### config.mk
export PLATFORM = sky130hd
export DESIGN_NAME = mips_multicycle_ctrl_flat
export DESIGN_NICKNAME = d
export VERILOG_FILES = /design/src/rtl/mips_ctrl_pkg.sv /design/src/rtl/mips_multicycle_ctrl_if.sv /design/src/rtl/mips_ctrl_wait_cnt.sv /design/src/rtl/mips_multicycle_ctrl.sv /design/src/flat_wrapper.sv
export SDC_FILE = /design/constraint.sdc
export NUM_CORES = 1
export LEC_CHECK = 0
export BUFFER_PORTS_ARGS = -buffer_cell sky130_fd_sc_hd__buf_4
export CAP_MARGIN = 10
export CORE_MARGIN = 1.5
export CORE_UTILIZATION = 41
export CTS_BUF_LIST = sky130_fd_sc_hd__clkbuf_16
export DETAILED_ROUTE_END_ITERATION = 8
export PLACE_DENSITY_LB_ADDON = 0.1
export SLEW_MARGIN = 20
export SYNTH_ARGS = -nofsm -noshare
export SYNTH_HDL_FRONTEND = slang
export SYNTH_SLANG_ARGS = --single-unit
### constraint.sdc
create_clock -name Clk -period 2.06 [get_ports Clk]
set_input_delay 0.309 -clock Clk [delete_from_list [all_inputs] [get_ports Clk]]
set_output_delay 0.309 -clock Clk [all_outputs]
set_load 0.02 [all_outputs]
### src/rtl/mips_ctrl_pkg.sv
// rtl/mips_ctrl_pkg.sv - state, opcode and datapath-select encodings for the multicycle MIPS controller
package mips_ctrl_pkg;

   // Controller states; encodings 14 and 15 are illegal and recover to FETCH
   typedef enum logic [3:0] {
      RST       = 4'd0,
      FETCH     = 4'd1,
      DECODE    = 4'd2,
      MEM_ADDR  = 4'd3,
      MEM_READ  = 4'd4,
      MEM_WB    = 4'd5,
      MEM_WRITE = 4'd6,
      R_EXEC    = 4'd7,
      R_WB      = 4'd8,
      ADDI_EXEC = 4'd9,
      ADDI_WB   = 4'd10,
      BRANCH    = 4'd11,
      JUMP      = 4'd12,
      TRAP      = 4'd13
   } state_t;

   // Decoded opcodes (IR[31:26])
   localparam logic [5:0] OP_R    = 6'h00;
   localparam logic [5:0] OP_LW   = 6'h23;
   localparam logic [5:0] OP_SW   = 6'h2B;
   localparam logic [5:0] OP_BEQ  = 6'h04;
   localparam logic [5:0] OP_J    = 6'h02;
   localparam logic [5:0] OP_ADDI = 6'h08;

   // ALUOp encodings
   localparam logic [1:0] ALUOP_ADD   = 2'd0;
   localparam logic [1:0] ALUOP_SUB   = 2'd1;
   localparam logic [1:0] ALUOP_FUNCT = 2'd2;

   // ALUSrcB encodings
   localparam logic [1:0] SRCB_RT     = 2'd0;
   localparam logic [1:0] SRCB_FOUR   = 2'd1;
   localparam logic [1:0] SRCB_IMM    = 2'd2;
   localparam logic [1:0] SRCB_IMM_SH = 2'd3;

   // PCSource encodings
   localparam logic [1:0] PCSRC_ALU    = 2'd0;
   localparam logic [1:0] PCSRC_ALUOUT = 2'd1;
   localparam logic [1:0] PCSRC_JUMP   = 2'd2;
   localparam logic [1:0] PCSRC_EXC    = 2'd3;

endpackage

### src/rtl/mips_multicycle_ctrl_if.sv
// rtl/mips_multicycle_ctrl_if.sv - controller <-> datapath bus (opcode/flags in, selects/enables out)
interface mips_multicycle_ctrl_if #(
   parameter int OPCODE_W = 6,
   parameter int ALUOP_W  = 2
);
   logic [OPCODE_W-1:0] Opcode;
   logic                Zero;
   logic                Overflow;
   logic                Load_PC;
   logic                PCWriteCond;
   logic                Empty_PC;
   logic [1:0]          PCSource;
   logic                IorD;
   logic                MemWrite;
   logic                IRWrite;
   logic                RegWrite;
   logic                RegDst;
   logic                MemtoReg;
   logic                ALUSrcA;
   logic [1:0]          ALUSrcB;
   logic [ALUOP_W-1:0]  ALUOp;
   logic                EPCWrite;
   logic [3:0]          State;

   // Controller side
   modport master (
      input  Opcode, Zero, Overflow,
      output Load_PC, PCWriteCond, Empty_PC, PCSource, IorD, MemWrite, IRWrite,
             RegWrite, RegDst, MemtoReg, ALUSrcA, ALUSrcB, ALUOp, EPCWrite, State
   );

   // Datapath side
   modport slave (
      output Opcode, Zero, Overflow,
      input  Load_PC, PCWriteCond, Empty_PC, PCSource, IorD, MemWrite, IRWrite,
             RegWrite, RegDst, MemtoReg, ALUSrcA, ALUSrcB, ALUOp, EPCWrite, State
   );
endinterface

### src/rtl/mips_ctrl_wait_cnt.sv
// rtl/mips_ctrl_wait_cnt.sv - memory-latency wait counter with clear, increment and done flag
module mips_ctrl_wait_cnt #(
   parameter int CNT_W   = 4,
   parameter int MEM_LAT = 1
) (
   input  logic i_clk,
   input  logic i_rst_n,
   input  logic i_clr,
   input  logic i_inc,
   output logic o_done
);
   logic [CNT_W-1:0] r_cnt;

   // Count memory wait cycles; clear wins over increment
   always_ff @(posedge i_clk or negedge i_rst_n) begin
      if (!i_rst_n) begin
         r_cnt <= '0;
      end else if (i_clr) begin
         r_cnt <= '0;
      end else if (i_inc) begin
         r_cnt <= r_cnt + 1'b1;
      end
   end

   assign o_done = (r_cnt == CNT_W'(MEM_LAT - 1));
endmodule

### src/rtl/mips_multicycle_ctrl.sv
// rtl/mips_multicycle_ctrl.sv - multicycle MIPS control FSM; MIPS_CTRL_OVF_TRAP_EN enables the overflow trap
module mips_multicycle_ctrl
   import mips_ctrl_pkg::*;
#(
   parameter int OPCODE_W = 6,
   parameter int ALUOP_W  = 2,
   parameter int MEM_LAT  = 1,
   parameter int CNT_W    = 4
) (
   input logic                   Clk,
   input logic                   Reset_PC,
   mips_multicycle_ctrl_if.master bus
);
   state_t     r_state;
   logic       w_cnt_done;
   logic       w_wait_state;
   logic       w_load_pc, w_pcwc, w_empty_pc, w_iord, w_memwrite, w_irwrite;
   logic       w_regwrite, w_regdst, w_memtoreg, w_srca, w_epcwrite;
   logic [1:0] w_pcsource, w_srcb, w_aluop;
   logic       w_unused_flags;

   // FETCH and MEM_READ are the only states that wait on memory
   assign w_wait_state = (r_state == FETCH) || (r_state == MEM_READ);

   mips_ctrl_wait_cnt #(
      .CNT_W  (CNT_W),
      .MEM_LAT(MEM_LAT)
   ) u_wait_cnt (
      .i_clk  (Clk),
      .i_rst_n(Reset_PC),
      .i_clr  (w_wait_state && w_cnt_done),
      .i_inc  (w_wait_state && !w_cnt_done),
      .o_done (w_cnt_done)
   );

   // State register: sequences fetch/decode/execute/memory/writeback
   always_ff @(posedge Clk or negedge Reset_PC) begin
      if (!Reset_PC) begin
         r_state <= RST;
      end else begin
         case (r_state)
            RST:       r_state <= FETCH;
            FETCH:     if (w_cnt_done) r_state <= DECODE;
            DECODE: begin
               if (bus.Opcode == OPCODE_W'(OP_R))         r_state <= R_EXEC;
               else if (bus.Opcode == OPCODE_W'(OP_LW) ||
                        bus.Opcode == OPCODE_W'(OP_SW))   r_state <= MEM_ADDR;
               else if (bus.Opcode == OPCODE_W'(OP_BEQ))  r_state <= BRANCH;
               else if (bus.Opcode == OPCODE_W'(OP_J))    r_state <= JUMP;
               else if (bus.Opcode == OPCODE_W'(OP_ADDI)) r_state <= ADDI_EXEC;
               else                                       r_state <= FETCH;
            end
            MEM_ADDR: begin
               if (bus.Opcode == OPCODE_W'(OP_LW))       r_state <= MEM_READ;
               else if (bus.Opcode == OPCODE_W'(OP_SW))  r_state <= MEM_WRITE;
               else                                      r_state <= FETCH;
            end
            MEM_READ:  if (w_cnt_done) r_state <= MEM_WB;
            R_EXEC:    r_state <= R_WB;
            ADDI_EXEC: r_state <= ADDI_WB;
`ifdef MIPS_CTRL_OVF_TRAP_EN
            R_WB, ADDI_WB: r_state <= bus.Overflow ? TRAP : FETCH;
            TRAP:          r_state <= FETCH;
`else
            R_WB, ADDI_WB: r_state <= FETCH;
`endif
            MEM_WB, MEM_WRITE, BRANCH, JUMP: r_state <= FETCH;
            default:   r_state <= FETCH;
         endcase
      end
   end

   // Output decoder: selects and enables from state and wait count
   always_comb begin
      w_load_pc  = 1'b0;
      w_pcwc     = 1'b0;
      w_empty_pc = 1'b0;
      w_pcsource = PCSRC_ALU;
      w_iord     = 1'b0;
      w_memwrite = 1'b0;
      w_irwrite  = 1'b0;
      w_regwrite = 1'b0;
      w_regdst   = 1'b0;
      w_memtoreg = 1'b0;
      w_srca     = 1'b0;
      w_srcb     = SRCB_RT;
      w_aluop    = ALUOP_ADD;
      w_epcwrite = 1'b0;
      case (r_state)
         RST:       w_empty_pc = 1'b1;
         FETCH: begin
            w_srcb    = SRCB_FOUR;
            w_irwrite = w_cnt_done;
            w_load_pc = w_cnt_done;
         end
         DECODE:    w_srcb = SRCB_IMM_SH;
         MEM_ADDR: begin
            w_srca = 1'b1;
            w_srcb = SRCB_IMM;
         end
         MEM_READ:  w_iord = 1'b1;
         MEM_WB: begin
            w_regwrite = 1'b1;
            w_memtoreg = 1'b1;
         end
         MEM_WRITE: begin
            w_iord     = 1'b1;
            w_memwrite = 1'b1;
         end
         R_EXEC: begin
            w_srca  = 1'b1;
            w_aluop = ALUOP_FUNCT;
         end
         R_WB: begin
`ifdef MIPS_CTRL_OVF_TRAP_EN
            w_regwrite = !bus.Overflow;
`else
            w_regwrite = 1'b1;
`endif
            w_regdst   = 1'b1;
         end
         ADDI_EXEC: begin
            w_srca = 1'b1;
            w_srcb = SRCB_IMM;
         end
         ADDI_WB: begin
`ifdef MIPS_CTRL_OVF_TRAP_EN
            w_regwrite = !bus.Overflow;
`else
            w_regwrite = 1'b1;
`endif
         end
         BRANCH: begin
            w_srca     = 1'b1;
            w_aluop    = ALUOP_SUB;
            w_pcwc     = 1'b1;
            w_pcsource = PCSRC_ALUOUT;
         end
         JUMP: begin
            w_load_pc  = 1'b1;
            w_pcsource = PCSRC_JUMP;
         end
`ifdef MIPS_CTRL_OVF_TRAP_EN
         TRAP: begin
            w_epcwrite = 1'b1;
            w_load_pc  = 1'b1;
            w_pcsource = PCSRC_EXC;
         end
`endif
         default: ;
      endcase
   end

   // Zero is consumed by the datapath PC-write gating, not by the sequencer
`ifdef MIPS_CTRL_OVF_TRAP_EN
   assign w_unused_flags = bus.Zero;
`else
   assign w_unused_flags = bus.Zero ^ bus.Overflow;
`endif

   assign bus.Load_PC     = w_load_pc;
   assign bus.PCWriteCond = w_pcwc;
   assign bus.Empty_PC    = w_empty_pc;
   assign bus.PCSource    = w_pcsource;
   assign bus.IorD        = w_iord;
   assign bus.MemWrite    = w_memwrite;
   assign bus.IRWrite     = w_irwrite;
   assign bus.RegWrite    = w_regwrite;
   assign bus.RegDst      = w_regdst;
   assign bus.MemtoReg    = w_memtoreg;
   assign bus.ALUSrcA     = w_srca;
   assign bus.ALUSrcB     = w_srcb;
   assign bus.ALUOp       = ALUOP_W'(w_aluop);
   assign bus.EPCWrite    = w_epcwrite;
   assign bus.State       = r_state;
endmodule

### src/flat_wrapper.sv
// flat-port wrapper written by rule: the top's interface ports become plain ports
module mips_multicycle_ctrl_flat import mips_ctrl_pkg::*;
#(
   parameter int OPCODE_W = 6,
   parameter int ALUOP_W  = 2,
   parameter int MEM_LAT  = 1,
   parameter int CNT_W    = 4
)
  (Clk, Reset_PC, bus_Opcode, bus_Zero, bus_Overflow, bus_Load_PC, bus_PCWriteCond, bus_Empty_PC, bus_PCSource, bus_IorD, bus_MemWrite, bus_IRWrite, bus_RegWrite, bus_RegDst, bus_MemtoReg, bus_ALUSrcA, bus_ALUSrcB, bus_ALUOp, bus_EPCWrite, bus_State);
  mips_multicycle_ctrl_if #(.OPCODE_W(OPCODE_W), .ALUOP_W(ALUOP_W)) bus_i ();
  input logic Clk;
  input logic Reset_PC;
  input wire logic [$bits(bus_i.Opcode)-1:0] bus_Opcode;
  input wire logic [$bits(bus_i.Zero)-1:0] bus_Zero;
  input wire logic [$bits(bus_i.Overflow)-1:0] bus_Overflow;
  output wire logic [$bits(bus_i.Load_PC)-1:0] bus_Load_PC;
  output wire logic [$bits(bus_i.PCWriteCond)-1:0] bus_PCWriteCond;
  output wire logic [$bits(bus_i.Empty_PC)-1:0] bus_Empty_PC;
  output wire logic [$bits(bus_i.PCSource)-1:0] bus_PCSource;
  output wire logic [$bits(bus_i.IorD)-1:0] bus_IorD;
  output wire logic [$bits(bus_i.MemWrite)-1:0] bus_MemWrite;
  output wire logic [$bits(bus_i.IRWrite)-1:0] bus_IRWrite;
  output wire logic [$bits(bus_i.RegWrite)-1:0] bus_RegWrite;
  output wire logic [$bits(bus_i.RegDst)-1:0] bus_RegDst;
  output wire logic [$bits(bus_i.MemtoReg)-1:0] bus_MemtoReg;
  output wire logic [$bits(bus_i.ALUSrcA)-1:0] bus_ALUSrcA;
  output wire logic [$bits(bus_i.ALUSrcB)-1:0] bus_ALUSrcB;
  output wire logic [$bits(bus_i.ALUOp)-1:0] bus_ALUOp;
  output wire logic [$bits(bus_i.EPCWrite)-1:0] bus_EPCWrite;
  output wire logic [$bits(bus_i.State)-1:0] bus_State;
  assign bus_i.Opcode = bus_Opcode;
  assign bus_i.Zero = bus_Zero;
  assign bus_i.Overflow = bus_Overflow;
  assign bus_Load_PC = bus_i.Load_PC;
  assign bus_PCWriteCond = bus_i.PCWriteCond;
  assign bus_Empty_PC = bus_i.Empty_PC;
  assign bus_PCSource = bus_i.PCSource;
  assign bus_IorD = bus_i.IorD;
  assign bus_MemWrite = bus_i.MemWrite;
  assign bus_IRWrite = bus_i.IRWrite;
  assign bus_RegWrite = bus_i.RegWrite;
  assign bus_RegDst = bus_i.RegDst;
  assign bus_MemtoReg = bus_i.MemtoReg;
  assign bus_ALUSrcA = bus_i.ALUSrcA;
  assign bus_ALUSrcB = bus_i.ALUSrcB;
  assign bus_ALUOp = bus_i.ALUOp;
  assign bus_EPCWrite = bus_i.EPCWrite;
  assign bus_State = bus_i.State;
  mips_multicycle_ctrl #(.OPCODE_W(OPCODE_W), .ALUOP_W(ALUOP_W), .MEM_LAT(MEM_LAT), .CNT_W(CNT_W)) u_core (.Clk(Clk), .Reset_PC(Reset_PC), .bus(bus_i));
endmodule
==> impl_metrics.env <==
export IMPL_status="complete, but fails checks"
export IMPL_violations="design-rule violations"
export IMPL_track_usage=0.195
export IMPL_post_cts_buffers=0
export IMPL_ys_warn_count=0
export IMPL_setup_violations_final=0
export IMPL_vias=752
export IMPL_p_leak_nw=0.535
export IMPL_worst_setup_path_end_kind="flop"
export IMPL_synthesis_area_um2=706
export IMPL_io_pins=31
export IMPL_grt_pass1_vias=630
export IMPL_netlist_area_leader_share=0.284
export IMPL_rsz0062_at_grt="true"
export IMPL_ff_latch_area_um2=201
export IMPL_clock_root_buffer="clkbuf_16"
export IMPL_wl_per_cell_um=11.9
export IMPL_synth_cells=93
export IMPL_path_clk_slew_ps=40
export IMPL_routed_wl_um=1670
export IMPL_nNetsFinal=138
export IMPL_ys_ff_latch=8
export IMPL_via_per_inst=5.33
export IMPL_cts_tree="done"
export IMPL_p_switching_mw=0.481
export IMPL_path_class="reg -> reg"
export IMPL_hold_violations=0
export IMPL_row_count=14
export IMPL_cts_sinks=8
export IMPL_grt_max_degree=18
export IMPL_crit_arrival_ps=2150
export IMPL_r2r_cells=4
export IMPL_critical_path_required_ps=2170
export IMPL_route_detailed_drc=1
export IMPL_seqPwrFrac=0.170
export IMPL_grt_pass1_wl_um=2790
export IMPL_dp_hpwl_um=1280
export IMPL_drv_cap=0
export IMPL_core_um2=1560
export IMPL_min_period_ps=2040
export IMPL_drt_initial_drc_count=14
export IMPL_drive_gt1_frac=0.376
export IMPL_fin_cells=141
export IMPL_dp_cells=136
export IMPL_place_ws_ps=-166
export IMPL_cts_buffer_depth=2
export IMPL_nFillCells=128
export IMPL_antenna_found_initial=0
export IMPL_ys_seq_area_frac=0.284
export IMPL_period_share=0.990
export IMPL_clkPwrFrac=0.266
export IMPL_syn_mean_instance_area_um2=7.59
export IMPL_numCtsBuffers=3
export IMPL_die_area_um2=1980
export IMPL_area_delta_synth_final_pct=51.6
export IMPL_drv_slew=0
export IMPL_die_w_um=44.5
export IMPL_place_gp_congestion=0.805
export IMPL_synth_largest_area_cell="dfrtp_1"
export IMPL_chipHeight_um=44.5
export IMPL_portBuffers=27
export IMPL_skew_ps=2.32
export IMPL_grt_overflow=0
export IMPL_yosys_top_cells_area="dfrtp_1, nor2_1, xnor2_1, a21oi_1, ha_1"
export IMPL_hold_depth=3
export IMPL_p_per_area_nw_per_um2=1140
export IMPL_crit_path_start_kind="flop"
export IMPL_min_delay_path_class="in -> reg"
export IMPL_synth_cell_types=34
export IMPL_h_tree_depth=1
export IMPL_swShare=0.395
export IMPL_multiInputGateArea_um2=474
export IMPL_ant_nets=0
export IMPL_drt_pass1_iterations=6
export IMPL_critical_path_peak_fanout=2
export IMPL_final_common_cell="buf_4"
export IMPL_antenna_cells=0
export IMPL_combPwrFrac=0.564
export IMPL_peakVddDrop_uv=1050
export IMPL_final_cell_mix="buf_4, nor2_1, dfrtp_1"
export IMPL_post_route_util=0.686
export IMPL_insertion_delay_ps=230
export IMPL_intPower_mw=0.738
export IMPL_syn_num_nets=105
export IMPL_initial_core_util=0.453
export IMPL_max_freq_ghz=0.490
export IMPL_worst_slack_ps=20.0
## layout make-up
class,instances,share of cell area
clock buffers,3,0.0702
clock inverters,1,0.00351
inverters,4,0.0140
multi-input cells,72,0.443
flip-flops and latches,8,0.188
well taps,16,0.0187
repair buffers,37,0.262
## layer usage
metal,track usage,up-vias,routed length (um)
met5,0,-,0
met4,0.0364,0,0
met3,0.0776,0,91
met2,0.293,28,767
met1,0.264,334,812
li1,-,390,-
## cells by family after synthesis
| group | count (synthesis) | synth area share |
|---|---|---|
| muxes | 3 | 0.0461 |
| DFF | 8 | 0.284 |
| and+or+nand+nor | 45 | 0.342 |
| other | 1 | 0.00531 |
| AOI/OAI and AO/OA | 17 | 0.152 |
| buffers and inverters | 13 | 0.0851 |
| adders and majority gates | 2 | 0.0355 |
| xor gates and xnor gates | 4 | 0.0497 |
## synth_stat cells, drive strengths merged
cell    count
a21o        1
a21oi       5
a221o       1
a31oi       2
and2        1
and3        1
buf         3
clkbuf      6
conb        1
dfrtp       8
ha          2
inv         4
mux2        2
mux2i       1
nand2       6
nand2b      4
nand3       2
nand4b      1
nor2       13
nor2b       2
nor3        3
nor3b       1
nor4        4
nor4b       1
o21ai       3
o21bai      1
o22ai       1
o31ai       2
o41ai       1
or2         1
or3         3
or4b        2
xnor2       3
xor2        1
## critical path, cell delays in order (launching register included)
cell and delay [ps]:
dfrtp_2 340, or4b_4 460, or3_4 340, or4b_1 470, a221o_1 310
## power groups by stage
| stage | Clock, mW | Sequential, mW | Combinational [mW] |
|---|---|---|---|
| global placement | 0 | 0.209 | 0.682 |
| CTS | 0.333 | 0.207 | 0.689 |
| detailed placement | 0 | 0.209 | 0.683 |
| finish | 0.324 | 0.207 | 0.687 |
| global route | 0.345 | 0.211 | 0.745 |
| floorplan | 0 | 0.230 | 0.420 |
## repair_timing
action                                  4_1_cts  5_1_grt
pin swaps                                     0        1
resized for setup                             1        2
endpoints found under the setup margin        1        2
hold buffers                                  1        0
hold endpoints to repair                      8        0
## final timing paths
path / from / endpoint / slack (ps)
max in group asynchronous: Reset_PC / u_core.bus.State[1] / 1440
worst max register to register: u_core.bus.State[1] / u_core.bus.State[0] / 20
worst min register to register: u_core.u_wait_cnt.r_cnt[3] / u_core.u_wait_cnt.r_cnt[3] / 480
worst max-delay path: u_core.bus.State[1] / u_core.bus.State[0] / 20
worst min-delay path: bus_Opcode[3] / u_core.bus.State[3] / 460
min in group asynchronous: Reset_PC / u_core.u_wait_cnt.r_cnt[0] / 480
## per-stage QoR
step | instance area (um2) | TNS, ps | hold slack [ps] | total power, mW
after CTS | 1060 | -3.34 | 429 | 1.23
after detailed placement | 967 | -166 | 131 | 0.892
final | 1070 | 0 | 458 | 1.22
after floorplan | 722 | -65.6 | 13.4 | 0.650
after global routing | 1070 | -25.1 | 482 | 1.30
after global placement | 967 | -140 | 131 | 0.891
## sequential cells by signal, indices dropped and copies added, names as in the netlist
name,count
u_core.u_wait_cnt.r_cnt,4
u_core.bus.State,4
(Power assumes the default switching activity.)
